==> config.mk <==
export PLATFORM = sky130hd
export DESIGN_NAME = hx8352_init_seq
export DESIGN_NICKNAME = d
export VERILOG_FILES = /design/src/rtl/hx8352_init_seq.sv
export SDC_FILE = /design/constraint.sdc
export NUM_CORES = 1
export LEC_CHECK = 0
export BUFFER_PORTS_ARGS = -buffer_cell sky130_fd_sc_hd__buf_2
export CAP_MARGIN = 20
export CORE_UTILIZATION = 51
export DETAILED_ROUTE_END_ITERATION = 8
export GPL_TIMING_DRIVEN = 0
export PLACE_DENSITY = 0.79
export SLEW_MARGIN = 20
export SYNTH_ARGS = -nofsm -noshare
export SYNTH_HDL_FRONTEND = slang
export SYNTH_SLANG_ARGS = --single-unit
==> constraint.sdc <==
create_clock -name clk_1MHz -period 2.32 [get_ports clk_1MHz]
set_clock_uncertainty 0.1 [all_clocks]
set_input_delay 0.464 -clock clk_1MHz [delete_from_list [all_inputs] [get_ports clk_1MHz]]
set_output_delay 0.464 -clock clk_1MHz [all_outputs]
set_load 0.01 [all_outputs]
==> src/rtl/hx8352_init_seq.sv <==
// HX8352 power-up sequencer: walks a command ROM and issues each entry to the
// LCD bus writer, the microsecond delay timer, or the panel reset pin.
module hx8352_init_seq #(
   parameter int ROM_AW = 6
) (
   input  logic              clk_1MHz,
   input  logic              rst,
   input  logic              start,
   output logic [ROM_AW-1:0] rom_addr,
   input  logic [17:0]       rom_data,
   output logic              wr_valid,
   output logic              wr_rs,
   output logic [15:0]       wr_data,
   input  logic              wr_ready,
   output logic              delay_step,
   output logic [15:0]       delay_us,
   input  logic              delay_done,
   output logic              lcd_rst_n,
   output logic              busy,
   output logic              init_done,
   output logic              err
);

   typedef enum logic [3:0] {
      IDLE, FETCH, DECODE, WRITE, STEP, GUARD, WAIT, DONE, ERR
   } state_t;

   localparam logic [ROM_AW-1:0] LAST_ADDR = '1;

   state_t            state_reg, state_next;
   logic [ROM_AW-1:0] addr_reg, addr_next;
   logic              wr_valid_reg, wr_valid_next;
   logic              wr_rs_reg, wr_rs_next;
   logic [15:0]       wr_data_reg, wr_data_next;
   logic              step_reg, step_next;
   logic [15:0]       delay_us_reg, delay_us_next;
   logic              lcd_rst_n_reg, lcd_rst_n_next;
   logic              busy_reg, busy_next;
   logic              init_done_reg, init_done_next;
   logic              err_reg, err_next;
   logic              advance;

   logic [1:0]  op;
   logic [15:0] payload;
   assign op      = rom_data[17:16];
   assign payload = rom_data[15:0];

   always_ff @(posedge clk_1MHz or posedge rst) begin
      if (rst) begin
         state_reg     <= IDLE;
         addr_reg      <= '0;
         wr_valid_reg  <= 1'b0;
         wr_rs_reg     <= 1'b0;
         wr_data_reg   <= '0;
         step_reg      <= 1'b0;
         delay_us_reg  <= '0;
         lcd_rst_n_reg <= 1'b0;
         busy_reg      <= 1'b0;
         init_done_reg <= 1'b0;
         err_reg       <= 1'b0;
      end else begin
         state_reg     <= state_next;
         addr_reg      <= addr_next;
         wr_valid_reg  <= wr_valid_next;
         wr_rs_reg     <= wr_rs_next;
         wr_data_reg   <= wr_data_next;
         step_reg      <= step_next;
         delay_us_reg  <= delay_us_next;
         lcd_rst_n_reg <= lcd_rst_n_next;
         busy_reg      <= busy_next;
         init_done_reg <= init_done_next;
         err_reg       <= err_next;
      end
   end

   always_comb begin
      state_next     = state_reg;
      addr_next      = addr_reg;
      wr_valid_next  = wr_valid_reg;
      wr_rs_next     = wr_rs_reg;
      wr_data_next   = wr_data_reg;
      step_next      = step_reg;
      delay_us_next  = delay_us_reg;
      lcd_rst_n_next = lcd_rst_n_reg;
      busy_next      = busy_reg;
      init_done_next = init_done_reg;
      err_next       = err_reg;
      advance        = 1'b0;

      case (state_reg)
         IDLE, DONE, ERR: begin
            if (start) begin
               addr_next      = '0;
               busy_next      = 1'b1;
               init_done_next = 1'b0;
               err_next       = 1'b0;
               state_next     = FETCH;
            end
         end
         FETCH: state_next = DECODE;
         DECODE: begin
            case (op)
               2'b00, 2'b01: begin
                  wr_valid_next = 1'b1;
                  wr_rs_next    = op[0];
                  wr_data_next  = payload;
                  state_next    = WRITE;
               end
               2'b10: begin
                  delay_us_next = payload;
                  step_next     = 1'b1;
                  state_next    = STEP;
               end
               default: begin
                  if (payload[15]) begin
                     busy_next      = 1'b0;
                     init_done_next = 1'b1;
                     state_next     = DONE;
                  end else begin
                     lcd_rst_n_next = payload[0];
                     advance        = 1'b1;
                  end
               end
            endcase
         end
         WRITE: begin
            if (wr_ready) begin
               wr_valid_next = 1'b0;
               advance       = 1'b1;
            end
         end
         STEP: begin
            step_next  = 1'b0;
            state_next = GUARD;
         end
         // The timer only drops done after seeing the step, so skip one cycle.
         GUARD: state_next = WAIT;
         WAIT: begin
            if (delay_done) advance = 1'b1;
         end
         default: state_next = IDLE;
      endcase

      // Running off the end of the ROM is an error rather than a wrap.
      if (advance) begin
         if (addr_reg == LAST_ADDR) begin
            err_next   = 1'b1;
            busy_next  = 1'b0;
            state_next = ERR;
         end else begin
            addr_next  = addr_reg + 1'b1;
            state_next = FETCH;
         end
      end
   end

   assign rom_addr   = addr_reg;
   assign wr_valid   = wr_valid_reg;
   assign wr_rs      = wr_rs_reg;
   assign wr_data    = wr_data_reg;
   assign delay_step = step_reg;
   assign delay_us   = delay_us_reg;
   assign lcd_rst_n  = lcd_rst_n_reg;
   assign busy       = busy_reg;
   assign init_done  = init_done_reg;
   assign err        = err_reg;

endmodule

== Yosys cells after proc, flatten, opt, wreduce, memory -nomap -nowiden ==
Cells that the tools add are included.
W data, S select, Z words.
Word-level totals
  logic and storage cells: 84
  flip-flop bits (word level): 49
  bits of input ports: 23
Operators by class
  reduce and logical (&&, ||, !) cells: 16
  $add $sub $neg: 1
  mux-type cells: 34
  bitwise logic cells: 2
  equal/unequal tests: 20
Operators by type and width (number)
  $mux W6: 4
  $pmux W4 S6: 1
  $mux W1: 19
  $eq A4 B3 Y1 const B: 4
  $mux W4: 4
  $ne A2 B2 Y1 const B: 6
  $reduce_and A3 Y1: 3
  $eq A4 B2 Y1 const B: 2
  $pmux W1 S2: 4
  $pmux W4 S2: 1
  $add A6 B1 Y6 const B: 1
  $eq A6 B6 Y1 const B: 1
  $reduce_and A2 Y1: 3
  $reduce_bool A2 Y1: 3
  $reduce_or A3 Y1: 2
  $ne A5 B5 Y1 const B: 1
  $eq A4 B1 Y1 const B: 1
  $eq A4 B4 Y1 const B: 1
  $logic_not A4 Y1: 1
  $reduce_and A4 Y1: 1
  $reduce_or A2 Y1: 2
  $ne A3 B3 Y1 const B: 1
  $pmux W1 S3: 1
  $eq A2 B1 Y1 const B: 1
  other kinds (4): 5

== Logic depth before layout (Yosys ltp) ==
Gate-level depths: netlist of the first run.
  word-level depth: 6
  gate-level depth with buffers: 6

== Least setup slack after synthesis of the first run ==
No wires, ideal clock.
  path kind: register -> register
  from: register state_reg[3]
  to: register lcd_rst_n_reg (netlist: lcd_rst_n)
  stages on the path, launching flop included: 6
  arrival: 1.607 ns
  path buffers: 2
  path slack: 0.488 ns
  period minus slack after synthesis: 1.832 ns
  cells stage by stage: dfrtp_1 > buf_6 > or3b_4 > nor4_4 > buf_6 > mux2_2
Between the ends
  longest elaborated chain between the ends: 2
RTL lines
  from (decl): line 30  | state_t state_reg, state_next;
  from (signal assigned): line 62  | state_reg <= state_next;
  $eq A4 B2 Y1: line 90  | case (state_reg)
  $reduce_and A3 Y1 (no source line)
  to (signal assigned): line 69  | lcd_rst_n_reg <= lcd_rst_n_next;
  to (decl): line 37  | logic lcd_rst_n_reg, lcd_rst_n_next;
No other way between the ends.
A chain may end at the register's enable or synchronous reset.

== Worst setup path in the final report of the first run ==
  from: register state_reg[3]
  to: register wr_data_reg[10] (netlist: wr_data[10])
Between the ends
  longest elaborated chain between the ends: 2
RTL lines
  $eq A4 B2 Y1: line 90
  $reduce_and A2 Y1 (no source line)
  to (signal assigned): line 66  | wr_data_reg <= wr_data_next;
  to (decl): line 34  | logic [15:0] wr_data_reg, wr_data_next;
No other way between the ends.

==> impl_metrics.json, run 1 <==
{
  "outcome": "finished clean",
  "worst_slew_pin_slew_ps": 475,
  "syn_nets": 201,
  "grt_pass1_wl_um": 7150,
  "syn_area_per_cell_um2": 12.7,
  "ys_ff_latch": 49,
  "swShare_pct": 34.8,
  "critical_path.max_fanout": 10,
  "combPwrFrac_pct": 41.8,
  "synth-xor-area-share_pct": 0.390,
  "synth_seq_area_share_pct": 54.5,
  "max_stage_delay_ps": 380,
  "final_util_pct": 67.7,
  "hold_buffers": 0,
  "maxCapViolations": 0,
  "grt_usage_pct": 21.3,
  "final_area_um2": 2790,
  "final-instance-count-excl-fill": 303,
  "r2r_start": "state_reg[3]",
  "root_buffer": "clkbuf_8",
  "min_path_type": "in -> async",
  "vdd_drop_max_v": 0.000655,
  "vias": 1638,
  "die_area_um2": 4680,
  "worst_skew_pair.late_latency_ps": 300,
  "vias_per_cell": 5.41,
  "p_switching_w": 0.00126,
  "p_seq_share_pct": 40.6,
  "htree_levels": 2,
  "synthAdderAreaFrac_pct": 0.556,
  "drive_gt1_share_pct": 52.2,
  "powerDensity_nw_per_um2": 1290,
  "setup_viol": 0,
  "post_cts_resized": 0,
  "timing.fmax_ghz": 0.485,
  "nets": 276,
  "cts_tree": "built",
  "rrSetupSlack_ps": 260,
  "antenna_found_initial": 0,
  "drv_slew": 0,
  "core_area_um2": 4120,
  "initialDrtViolationCount": 94,
  "drtAntennaViolNets": 0,
  "internal_power_w": 0.00235,
  "std_cell_rows": 23,
  "synth-simple-area-share_pct": 11.9,
  "cp_slowest_cell": "dfrtp_1",
  "timing.final.crit_share_pct": 88.9,
  "fill_cells": 338,
  "rsz0062_at_grt": "no",
  "p_clk_share_pct": 17.6,
  "slew_headroom_pct": 68.3,
  "synthesis.area_um2": 2250,
  "routedWlPerCell_um": 14.9,
  "post_cts_buffers": 0,
  "overflow": 0,
  "p_total_w": 0.00360,
  "numClockSinks": 49,
  "grt_max_degree": 30,
  "die_h_um": 68.4,
  "drc_errors": 0,
  "synth_warnings": 0,
  "rr_endpoint": "wr_data[10]",
  "port-buffer-count": 67,
  "ys_types": 42,
  "crit_path_cell_trace": "buf_6 > nor3_2 > nand2_1 > nor2_2 > buf_4 > mux2_2",
  "endpoint_kind": "flip-flop",
  "placed_cell_area_um2": 2670,
  "initial_core_util_pct": 54.6,
  "die_w_um": 68.4,
  "cts.path.max_buffers": 2,
  "routed_wl_um": 4500,
  "synth_top_family_by_area": "multiplexers",
  "worstSetupEndpoint": "wr_data[10]",
  "finalCriticalPeriod_ps": 2060,
  "cts_buffers": 5,
  "synthToLayoutAreaGrowth_pct": 23.9,
  "grt_pass1_vias": 1554,
  "firstDrtPassIters": 4,
  "path_class": "reg -> reg",
  "gp_congestion": 0.820,
  "cp-start-kind": "flip-flop",
  "wl_met3_um": 231,
  "p_leak_nw": 1.37,
  "reg2reg_depth": 6,
  "antenna_cells": 0,
  "clkTransAtPathRegs_ps": 90,
  "place_inst": 295,
  "critical_path_arrival_ps": 2160,
  "syn-instance-count": 177,
  "wl_met2_um": 2200,
  "highest_layer": "met4",
  "crit_start": "state_reg[3]",
  "hpwl_um": 3250,
  "wl_met1_um": 2010,
  "io-pin-count": 68,
  "synthMuxAreaShare_pct": 19.3,
  "hold_viol": 0,
  "synth_compound_area_share_pct": 8.74,
  "crit_required_ps": 2410
}
## critical path: cells and delay by family (launching register included)
kind	cells	cell delay (ps)
buffers and inverters	2	420
DFF	1	380
muxes	1	350
and+or+nand+nor	3	690
## cells in the final DEF (no fill, tap or decap), types with 2 or more instances in the layout
master and n:
buf_2 72, dfrtp_1 49, mux2_2 35, nand2_1 7, o21ai_0 7, inv_1 6, nor2_1 6, clkbuf_8 6
nand3_1 5, nor3_1 4, mux2i_1 4, a21oi_1 4, buf_6 3, nor2b_1 3, buf_4 2, a22o_1 2
and3_1 2, nand3b_1 2, a21boi_0 2, a32o_1 2, o21bai_1 2, nand4bb_1 2, nand4_1 2
## power by group through the flow
stage / clock network [W] / logic [W] / registers, W
after detailed placement: 0 / 0.00151 / 0.00148
after floorplan: 0 / 0.000800 / 0.00163
after CTS: 0.000643 / 0.00152 / 0.00147
final: 0.000633 / 0.00151 / 0.00146
after global placement: 0 / 0.00147 / 0.00146
after global routing: 0.000678 / 0.00166 / 0.00152
## cell type report
type,instances,area [um2],share of cell area [%]
tap,50,62.6,2.25
clock buffer,6,82.6,2.96
buffer,11,77.6,2.78
timing repair buffer,68,355,12.8
clock inverter,2,37.5,1.35
multi-input combinational,110,918,33.0
inverter,7,26.3,0.943
sequential,49,1230,44.0
## synth_stat cells (all sizes together)
| cell | number | area [um2] |
|---|---|---|
| mux2i | 4 | 40.0 |
| a2bb2oi | 1 | 8.76 |
| a22oi | 1 | 7.51 |
| clkbuf | 1 | 3.75 |
| nand4b | 1 | 8.76 |
| xnor2 | 1 | 8.76 |
| or3 | 1 | 7.51 |
| nand4bb | 2 | 22.5 |
| a31o | 1 | 8.76 |
| ha | 1 | 12.5 |
| a21oi | 4 | 20.0 |
| nand3 | 5 | 25.0 |
| buf | 10 | 73.8 |
| nor4 | 1 | 21.3 |
| inv | 7 | 26.3 |
| o22ai | 1 | 6.26 |
| dfrtp | 49 | 1230 |
| a21o | 1 | 7.51 |
| and3 | 2 | 12.5 |
| a21boi | 2 | 15.0 |
| a222oi | 1 | 10.0 |
| or2 | 1 | 6.26 |
| nor2b | 3 | 18.8 |
| and2b | 1 | 8.76 |
| mux2 | 35 | 394 |
| nor3 | 5 | 30.0 |
| nand4 | 2 | 12.5 |
| o2111ai | 1 | 8.76 |
| nor2 | 7 | 28.8 |
| nand2 | 7 | 26.3 |
| o21ai | 8 | 51.3 |
| a22o | 2 | 17.5 |
| nand3b | 2 | 15.0 |
| a32o | 2 | 20.0 |
| or3b | 1 | 11.3 |
| o21bai | 2 | 15.0 |
| and4b | 1 | 11.3 |
## stage by stage
stage,setup WS (ps),hold slack (ps),setup TNS [ps]
after floorplan,488,423,0
after global placement,-20.9,372,-910
after detailed placement,267,383,0
after CTS,262,71.2,0
after global routing,153,103,0
final,257,62.6,0
## per-layer routing
layer  track usage (%)  vias to the layer above
li1                  -                      786
met1              26.5                      801
met2              33.8                       45
met3              6.67                        6
met4              9.64                        0
met5                 0                        -
## cells by family after synthesis
kind of cell	after synthesis
adder cells (fa/ha/maj)	1
flip-flops	49
AND/OR/NAND/NOR	42
buffers and inverters	18
XOR/XNOR	1
AO/OA/AOI/OAI	27
multiplexers	39
## how the worst min path moves through the flow
| stage | start | to | slack [ps] |
|---|---|---|---|
| 2_1_floorplan | state_reg[3] | state_reg[2] | 420 |
| 3_3_place_gp | init_done | init_done | 370 |
| 3_5_place_dp | init_done | init_done | 380 |
| 4_1_cts | rst | delay_us[6] | 70 |
| 5_1_grt | rst | delay_us[6] | 100 |
| 6_report | rst | delay_us[6] | 60 |
(Power assumes the default switching activity.)
==> run 2: changes to the inputs <==
- RECOVER_POWER: unset -> 50
==> impl_metrics.json, run 2 (synthesized netlist as in run 1, its figures left out) <==
{
  "fin_ws_ps": 255,
  "critical_path_arrival_ps": 2160,
  "firstDrtPassIters": 4,
  "maxCapViolations": 0,
  "overflow": 0,
  "gp_congestion": 0.820,
  "cp-start-kind": "flip-flop",
  "vias": 1647,
  "rrSetupSlack_ps": 250,
  "vias_per_cell": 5.44,
  "vdd_drop_max_v": 0.000654,
  "initial_core_util_pct": 54.6,
  "final_util_pct": 66.7,
  "internal_power_w": 0.00230,
  "root_buffer": "clkbuf_8",
  "outcome": "finished clean",
  "drtAntennaViolNets": 0,
  "grt_pass1_wl_um": 7150,
  "timing.fmax_ghz": 0.484,
  "path_class": "reg -> reg",
  "core_area_um2": 4120,
  "htree_levels": 2,
  "p_leak_nw": 1.30,
  "p_seq_share_pct": 41.3,
  "crit_path_cell_trace": "buf_6 > nor3_2 > nand2_1 > nor2_2 > buf_4 > mux2_2",
  "final_common_cell": "buf_2",
  "crit_required_ps": 2410,
  "port-buffer-count": 67,
  "cts_buffers": 5,
  "place_inst": 295,
  "numClockSinks": 49,
  "nets": 276,
  "p_switching_w": 0.00126,
  "layout_common_cells": "50 x buf_2, 49 x dfrtp_1, 35 x mux2_2",
  "timing.final.crit_share_pct": 89.0,
  "die_h_um": 68.4,
  "std_cell_rows": 23,
  "routed_wl_um": 4500,
  "drive_gt1_share_pct": 43.1,
  "rr_endpoint": "wr_data[10]",
  "finalCriticalPeriod_ps": 2070,
  "powerDensity_nw_per_um2": 1290,
  "grt_max_degree": 30,
  "combPwrFrac_pct": 40.9,
  "die_area_um2": 4680,
  "grt_pass1_vias": 1554,
  "p_clk_share_pct": 17.8,
  "worst_skew_pair.late_latency_ps": 300,
  "clkTransAtPathRegs_ps": 90,
  "cp_slowest_cell": "dfrtp_1",
  "die_w_um": 68.4,
  "initialDrtViolationCount": 93,
  "reg2reg_depth": 6,
  "rsz0062_at_grt": "no",
  "synthToLayoutAreaGrowth_pct": 22.0,
  "r2r_start": "state_reg[3]",
  "cts.path.max_buffers": 2,
  "antenna_found_initial": 0,
  "cts_tree": "built",
  "grt_usage_pct": 21.3,
  "hold_viol": 0,
  "max_stage_delay_ps": 380,
  "hold_buffers": 0,
  "hpwl_um": 3250,
  "swShare_pct": 35.4,
  "setup_viol": 0,
  "final-instance-count-excl-fill": 303,
  "pre_cts_ws_ps": 267,
  "endpoint_kind": "flip-flop",
  "io-pin-count": 68,
  "min_path_type": "in -> async",
  "drc_errors": 0,
  "routedWlPerCell_um": 14.9,
  "post_cts_resized": 0,
  "worst_slew_pin_slew_ps": 783,
  "slew_headroom_pct": 47.7,
  "post_cts_buffers": 0,
  "critical_path.max_fanout": 10,
  "drv_slew": 0,
  "antenna_cells": 0
}
[run 2: cell count changes in the layout (fill, tap and decap cells not counted), sizes merged]
cell	previous run	this run
buf	78	55
clkbuf	7	30
[run 2: metrics by stage]
stage	instance area, um2	hold WS, ps	TNS (ps)	power [W]
3_3_place_gp	2650	372	-910	0.00293
6_report	2740	192	0	0.00355
5_1_grt	2740	274	0	0.00381
4_1_cts	2790	71.2	0	0.00363
2_1_floorplan	2250	423	0	0.00243
3_5_place_dp	2670	383	0	0.00299
[run 2: power by group through the flow]
stage,combinational [W],clock [W],sequential [W]
after global placement,0.00147,0,0.00146
final,0.00145,0.000632,0.00147
after detailed placement,0.00151,0,0.00148
after CTS,0.00152,0.000643,0.00147
after global routing,0.00160,0.000678,0.00153
after floorplan,0.000800,0,0.00163
[run 2: routing by layer]
metal	part of all wire [%]	vias up	GRT usage (%)
li1	-	787	-
met4	1.3	0	9.64
met2	48	49	33.8
met3	5.2	6	6.67
met5	0	-	0
met1	45	805	26.5
[run 2: layout make-up]
type                       instances  area, um2
fill                             349       1370
sequential                        49       1230
multi-input combinational        110        918
timing repair buffer              68        313
clock buffer                       6       82.6
buffer                            11       77.6
tap                               50       62.6
clock inverter                     2       37.5
inverter                           7       26.3
[run 2: critical path: cells and delay by family, from the launching register on]
kind	cells	cell delay, ps
muxes	1	350
and+or+nand+nor	3	690
buffers and inverters	2	420
DFF	1	380
[run 2: worst max-delay path by stage]
stage	from	end	slack, ps	cells after the start
floorplan	state_reg[3]	lcd_rst_n	490	5
detailed placement	state_reg[3]	wr_data[10]	270	6
global placement	rst	wr_valid	-20	2
global route	state_reg[2]	wr_data[10]	150	6
finish	state_reg[3]	wr_data[10]	250	6
CTS	state_reg[3]	wr_data[10]	260	6
